**src/rtl/axis_pkt_gen_pkg.sv**
```systemverilog
// Shared types and default widths for the AXI-Stream packet generator.
package axis_pkt_gen_pkg;

    localparam int DEF_DATA_WIDTH = 8;
    localparam int DEF_LEN_WIDTH  = 16;

    // GAP is only reachable when AXIS_PKT_GEN_GAP_EN is defined.
    typedef enum logic [1:0] {
        IDLE = 2'd0,
        SEND = 2'd1,
        GAP  = 2'd2,
        FIN  = 2'd3
    } state_t;

endpackage

```
**src/rtl/axis_pkt_gen_if.sv**
```systemverilog
// AXI-Stream bus (data, valid, ready, last) with master/slave views.
interface axis_pkt_gen_if
    import axis_pkt_gen_pkg::*;
#(
    parameter int DATA_WIDTH = DEF_DATA_WIDTH
);
    logic [DATA_WIDTH-1:0] tdata;
    logic                  tvalid;
    logic                  tready;
    logic                  tlast;

    modport master (
        output tdata,
        output tvalid,
        output tlast,
        input  tready
    );

    modport slave (
        input  tdata,
        input  tvalid,
        input  tlast,
        output tready
    );
endinterface

```
**src/rtl/axis_pkt_gen.sv**
```systemverilog
// AXI-Stream packet generator: on start emits pkt_count packets of pkt_len
// beats with an incrementing data pattern and tlast on each final beat.
// Optional inter-packet idle gap compiled in with AXIS_PKT_GEN_GAP_EN.
module axis_pkt_gen
    import axis_pkt_gen_pkg::*;
#(
    parameter int DATA_WIDTH = DEF_DATA_WIDTH,
    parameter int LEN_WIDTH  = DEF_LEN_WIDTH
)(
    input  logic                  clk,
    input  logic                  reset,
    input  logic                  start,
    input  logic                  stop,
    input  logic [LEN_WIDTH-1:0]  pkt_len,
    input  logic [LEN_WIDTH-1:0]  pkt_count,
    input  logic [DATA_WIDTH-1:0] seed,
    input  logic [LEN_WIDTH-1:0]  gap_len,
    axis_pkt_gen_if.master        m_axis,
    output logic                  busy,
    output logic                  done,
    output logic [LEN_WIDTH-1:0]  pkts_sent
);

    state_t                state;
    logic [LEN_WIDTH-1:0]  len_q;
    logic [LEN_WIDTH-1:0]  cnt_q;
    logic [LEN_WIDTH-1:0]  beat_cnt;
    logic [DATA_WIDTH-1:0] tdata_q;
    logic                  tvalid_q;
    logic                  tlast_q;

`ifdef AXIS_PKT_GEN_GAP_EN
    logic [LEN_WIDTH-1:0]  gap_q;
    logic [LEN_WIDTH-1:0]  gap_cnt;
`else
    logic                  unused_gap;
    assign unused_gap = ^gap_len;
`endif

    logic [LEN_WIDTH-1:0]  eff_len;
    logic [LEN_WIDTH-1:0]  beat_inc;
    logic [LEN_WIDTH-1:0]  len_m1;
    logic [LEN_WIDTH-1:0]  pkts_inc;
    logic                  hs;
    logic                  last_pkt;

    // Derived comparisons used by the FSM (a zero length behaves as one).
    always_comb begin
        eff_len  = (pkt_len == '0) ? LEN_WIDTH'(1) : pkt_len;
        beat_inc = LEN_WIDTH'(beat_cnt + 1'b1);
        len_m1   = LEN_WIDTH'(len_q - 1'b1);
        pkts_inc = LEN_WIDTH'(pkts_sent + 1'b1);
        hs       = tvalid_q & m_axis.tready;
        last_pkt = (cnt_q != '0) && (pkts_inc == cnt_q);
    end

    assign m_axis.tdata  = tdata_q;
    assign m_axis.tvalid = tvalid_q;
    assign m_axis.tlast  = tlast_q;

    // Run FSM; all outputs are registered, tlast precomputed for the next beat.
    always_ff @(posedge clk or posedge reset) begin
        if (reset) begin
            state     <= IDLE;
            len_q     <= '0;
            cnt_q     <= '0;
            beat_cnt  <= '0;
            tdata_q   <= '0;
            tvalid_q  <= 1'b0;
            tlast_q   <= 1'b0;
            busy      <= 1'b0;
            done      <= 1'b0;
            pkts_sent <= '0;
`ifdef AXIS_PKT_GEN_GAP_EN
            gap_q     <= '0;
            gap_cnt   <= '0;
`endif
        end else begin
            case (state)
                IDLE: begin
                    done <= 1'b0;
                    if (start) begin
                        len_q     <= eff_len;
                        cnt_q     <= pkt_count;
`ifdef AXIS_PKT_GEN_GAP_EN
                        gap_q     <= gap_len;
`endif
                        pkts_sent <= '0;
                        beat_cnt  <= '0;
                        tdata_q   <= seed;
                        tvalid_q  <= 1'b1;
                        tlast_q   <= (eff_len == LEN_WIDTH'(1));
                        busy      <= 1'b1;
                        state     <= SEND;
                    end
                end

                SEND: begin
                    if (hs) begin
                        tdata_q <= tdata_q + 1'b1;
                        if (tlast_q) begin
                            beat_cnt <= '0;
                            if (pkts_sent != '1) begin
                                pkts_sent <= pkts_inc;
                            end
                            if (last_pkt || stop) begin
                                tvalid_q <= 1'b0;
                                tlast_q  <= 1'b0;
                                done     <= 1'b1;
                                state    <= FIN;
                            end
`ifdef AXIS_PKT_GEN_GAP_EN
                            else if (gap_q != '0) begin
                                tvalid_q <= 1'b0;
                                tlast_q  <= 1'b0;
                                gap_cnt  <= gap_q;
                                state    <= GAP;
                            end
`endif
                            else begin
                                tlast_q <= (len_q == LEN_WIDTH'(1));
                            end
                        end else begin
                            beat_cnt <= beat_inc;
                            tlast_q  <= (beat_inc == len_m1);
                        end
                    end
                end

`ifdef AXIS_PKT_GEN_GAP_EN
                // gap_cnt counts the idle cycles still owed; valid rises after the last.
                GAP: begin
                    if (stop) begin
                        done  <= 1'b1;
                        state <= FIN;
                    end else if (gap_cnt == LEN_WIDTH'(1)) begin
                        tvalid_q <= 1'b1;
                        tlast_q  <= (len_q == LEN_WIDTH'(1));
                        state    <= SEND;
                    end else begin
                        gap_cnt <= LEN_WIDTH'(gap_cnt - 1'b1);
                    end
                end
`endif

                FIN: begin
                    done  <= 1'b0;
                    busy  <= 1'b0;
                    state <= IDLE;
                end

                default: begin
                    state <= IDLE;
                end
            endcase
        end
    end

endmodule

```
**src/flat_wrapper.sv**
```systemverilog
// flat-port wrapper written by rule: the top's interface ports become plain ports
module axis_pkt_gen_flat import axis_pkt_gen_pkg::*;
#(
    parameter int DATA_WIDTH = DEF_DATA_WIDTH,
    parameter int LEN_WIDTH  = DEF_LEN_WIDTH
)
  (clk, reset, start, stop, pkt_len, pkt_count, seed, gap_len, busy, done, pkts_sent, m_axis_tdata, m_axis_tvalid, m_axis_tlast, m_axis_tready);
  axis_pkt_gen_if #(.DATA_WIDTH(DATA_WIDTH)) m_axis_i ();
  input  logic clk;
  input  logic reset;
  input  logic start;
  input  logic stop;
  input  logic [LEN_WIDTH-1:0] pkt_len;
  input  logic [LEN_WIDTH-1:0] pkt_count;
  input  logic [DATA_WIDTH-1:0] seed;
  input  logic [LEN_WIDTH-1:0] gap_len;
  output logic busy;
  output logic done;
  output logic [LEN_WIDTH-1:0] pkts_sent;
  output wire logic [$bits(m_axis_i.tdata)-1:0] m_axis_tdata;
  output wire logic [$bits(m_axis_i.tvalid)-1:0] m_axis_tvalid;
  output wire logic [$bits(m_axis_i.tlast)-1:0] m_axis_tlast;
  input wire logic [$bits(m_axis_i.tready)-1:0] m_axis_tready;
  assign m_axis_tdata = m_axis_i.tdata;
  assign m_axis_tvalid = m_axis_i.tvalid;
  assign m_axis_tlast = m_axis_i.tlast;
  assign m_axis_i.tready = m_axis_tready;
  axis_pkt_gen #(.DATA_WIDTH(DATA_WIDTH), .LEN_WIDTH(LEN_WIDTH)) u_core (.clk(clk), .reset(reset), .start(start), .stop(stop), .pkt_len(pkt_len), .pkt_count(pkt_count), .seed(seed), .gap_len(gap_len), .m_axis(m_axis_i), .busy(busy), .done(done), .pkts_sent(pkts_sent));
endmodule
```
**config.mk**
```make
export PLATFORM = sky130hd
export DESIGN_NAME = axis_pkt_gen_flat
export DESIGN_NICKNAME = d
export VERILOG_FILES = /design/src/rtl/axis_pkt_gen_pkg.sv /design/src/rtl/axis_pkt_gen_if.sv /design/src/rtl/axis_pkt_gen.sv /design/src/flat_wrapper.sv
export SDC_FILE = /design/constraint.sdc
export NUM_CORES = 1
export LEC_CHECK = 0
export BUFFER_PORTS_ARGS = -buffer_cell sky130_fd_sc_hd__buf_4
export CAP_MARGIN = 25
export CORE_MARGIN = 2
export CORE_UTILIZATION = 30
export DETAILED_ROUTE_END_ITERATION = 7
export PLACE_DENSITY_LB_ADDON = 0.15
export SYNTH_ARGS = -nofsm -noshare
export SYNTH_HDL_FRONTEND = slang
export SYNTH_SLANG_ARGS = --single-unit
```
**constraint.sdc**
```tcl
create_clock -name clk -period 8.5 [get_ports clk]
set_input_delay 1.7 -clock clk [delete_from_list [all_inputs] [get_ports clk]]
set_output_delay 1.7 -clock clk [all_outputs]
set_load 0.02 [all_outputs]
```
==> reports/metrics.yaml <==
drc: 0
holdWs_ns: 0.5013
root_buffer: "clkbuf_16"
final_antenna_net_count: 0
slowest_stage: "or4_1"
worstMarginPinSlew_ns: 0.8435
overflow: 0
post_cts_buffers: 0
syn_nets: 609
hold_class: "flip-flop to flip-flop"
hold_viol: 0
worstSetupPathType: "flip-flop to flip-flop"
clk_latency_ns: 0.34
die_height_microns: 134.2
layout_common_cells: "dfrtp_1, buf_4, nand2_1"
wl_microns: 13990
finalSetupTns_ns: 0
detailroute.via_count: 4335
synthFlopType: "dfrtp_1"
min_period_ns: 3.289
grt_pass1_vias: 4321
mostFrequentLayoutCell: "dfrtp_1"
yosysSeqAreaShare_pct: 38.38
synth-edff-count: 0
htree_levels: 3
synthesis.area_sq_um: 5086
grt_pass1_wl_microns: 22980
first_pass_iters: 4
rsz0062_at_grt: "false"
cts_hold_buffers: 0
finalSetupViolCount: 0
synth.top_cell.area_share_pct: 38.38
ios: 89
via_per_inst: 5.261
peakVddDrop_uv: 174.7
max_slew_margin_pct: 43.77
path_clk_slew_ns: 0.06
cts_tree: "done"
grt_max_degree: 63
nNetsFinal: 669
required_ns: 8.76
finalPower_uw: 1864
p_leak_uw: 0.002454
start_util_pct: 30.67
placementRows: 47
status: "finished clean"
dieArea_sq_um: 18010
startpoint_type: "flip-flop"
ys_async_sr_fraction_pct: 100.0
yosys-top-cells-area: "dfrtp_1, mux2_2, xnor2_1"
skew_ns: 0.008310
cp_slowest_stage_delay_ns: 0.66
wl_per_cell_microns: 16.98
drv_slew: 0
antenna_cells: 0
worstPathCellList: "ha_1 > nand3_1 > or4_1 > xnor2_1 > nor4_2 > nand4_4 > a221oi_4 > mux2i_1"
gp_congestion: 0.8670
layout-drive-gt1-share_pct: 23.51
die_w_microns: 134.2
initialDrtViolationCount: 268
end_kind: "flip-flop"
dp_hpwl_microns: 10170
synth_cell_types: 70
grt_antenna_before_repair: 0
power.density_nw_per_um2: 305.2
cts_resized: 0
syn_avg_cell_area_sq_um: 9.419
cts_made_buffers: 9
fillers: 1715
clk_path_buf_depth: 2
cts_sinks: 78
worstPathMaxFanout: 10
synth_top_cell_by_area: "dfrtp_1"
postLayoutCoreUtil_pct: 36.83
core_sq_um: 16580
fmax_ghz: 0.3040
critPathArrivalTime_ns: 3.55
period_share_pct: 38.69
synth_cells: 540
track_usage_pct: 16.03
yosys_warnings: 0
syn_to_final_growth_pct: 20.07
portBuffers: 72
drv_cap: 0
ys_seq_elements: 78
[sequential cells by signal (all words and copies together) (netlist names)]
register and count:
u_core.len_q 16, u_core.done 1, u_core.m_axis.tvalid 1, u_core.pkts_sent 16
u_core.cnt_q 16, u_core.beat_cnt 16, u_core.m_axis.tlast 1, u_core.m_axis.tdata 8
u_core.state 2, u_core.busy 1
[cell usage after synthesis, drive strengths merged (5+ instances only)]
library cell	count
o21ai	45
or4	7
xnor2	30
nand3	24
clkbuf	17
xor2	16
a21oi	25
buf	11
dfrtp	78
nor2b	6
o22ai	5
nor3b	5
nor2	31
o31ai	15
nand2b	8
nand2	39
nor3	11
ha	8
mux2	33
mux2i	6
and2	5
inv	8
nand4	16
nor4	19
and3	10
[kinds of logic after synthesis]
kind of cell	count (synthesis)	synth area share, %
AO/OA/AOI/OAI	129	16.80
multiplexers	39	8.487
XOR/XNOR	47	8.364
AND/OR/NAND/NOR	203	23.15
flip-flops	78	38.38
adder cells (fa/ha/maj)	8	1.968
buffers and inverters	36	2.854
[layer usage]
metal / up-vias / GRT usage (%) / part of all wire (%)
met5: - / 0 / 0
met4: 0 / 3.567 / 0.91
met3: 9 / 4.006 / 4.9
met2: 82 / 24.63 / 45
met1: 2097 / 22.76 / 49
li1: 2147 / - / -
[per-stage QoR]
| stage | setup WS [ns] | area [sq um] | instances |
|---|---|---|---|
| after floorplan | 4.805 | 5086 | 540 |
| after global placement | 4.961 | 5823 | 808 |
| after detailed placement | 4.950 | 5851 | 809 |
| after CTS | 5.189 | 6107 | 824 |
| after global routing | 5.031 | 6107 | 824 |
| final | 5.211 | 6107 | 824 |
[power by group]
group          switching, uW  internal [uW]
clock                    153            194
combinational            469            390
sequential               166            491
total                    788           1080
[worst max-delay path: cells and delay by family, from the launching register on]
kind	cells	cell delay, ns
AO/OA/AOI/OAI	1	0.37
XOR/XNOR	1	0.17
adder cells (fa/ha/maj)	1	0.30
flip-flops	1	0.49
multiplexers	1	0.24
AND/OR/NAND/NOR	4	1.63
[final timing paths]
check | startpoint | end | slack [ns] | depth (start not counted)
max | u_core.pkts_sent[0] | u_core.state[1] | 5.21 | 8
min | u_core.beat_cnt[15] | u_core.beat_cnt[15] | 0.50 | 1
max reg2reg | u_core.pkts_sent[0] | u_core.state[1] | 5.21 | 8
min reg2reg | u_core.beat_cnt[15] | u_core.beat_cnt[15] | 0.50 | 1
max in group asynchronous | reset | u_core.cnt_q[11] | 6.54 | 4
min in group asynchronous | reset | u_core.len_q[14] | 1.38 | 3
[cell type report]
cell class | instances | area [sq um] | share of cell area [%]
clock buffer | 10 | 229.0 | 3.749
timing repair buffer | 77 | 598.1 | 9.793
sequential | 78 | 1952 | 31.96
clock inverter | 5 | 27.53 | 0.4507
multi-input combinational | 426 | 2994 | 49.03
inverter | 8 | 31.28 | 0.5122
tap | 220 | 275.3 | 4.507
No activity file was read; power rests on OpenSTA's default activity.
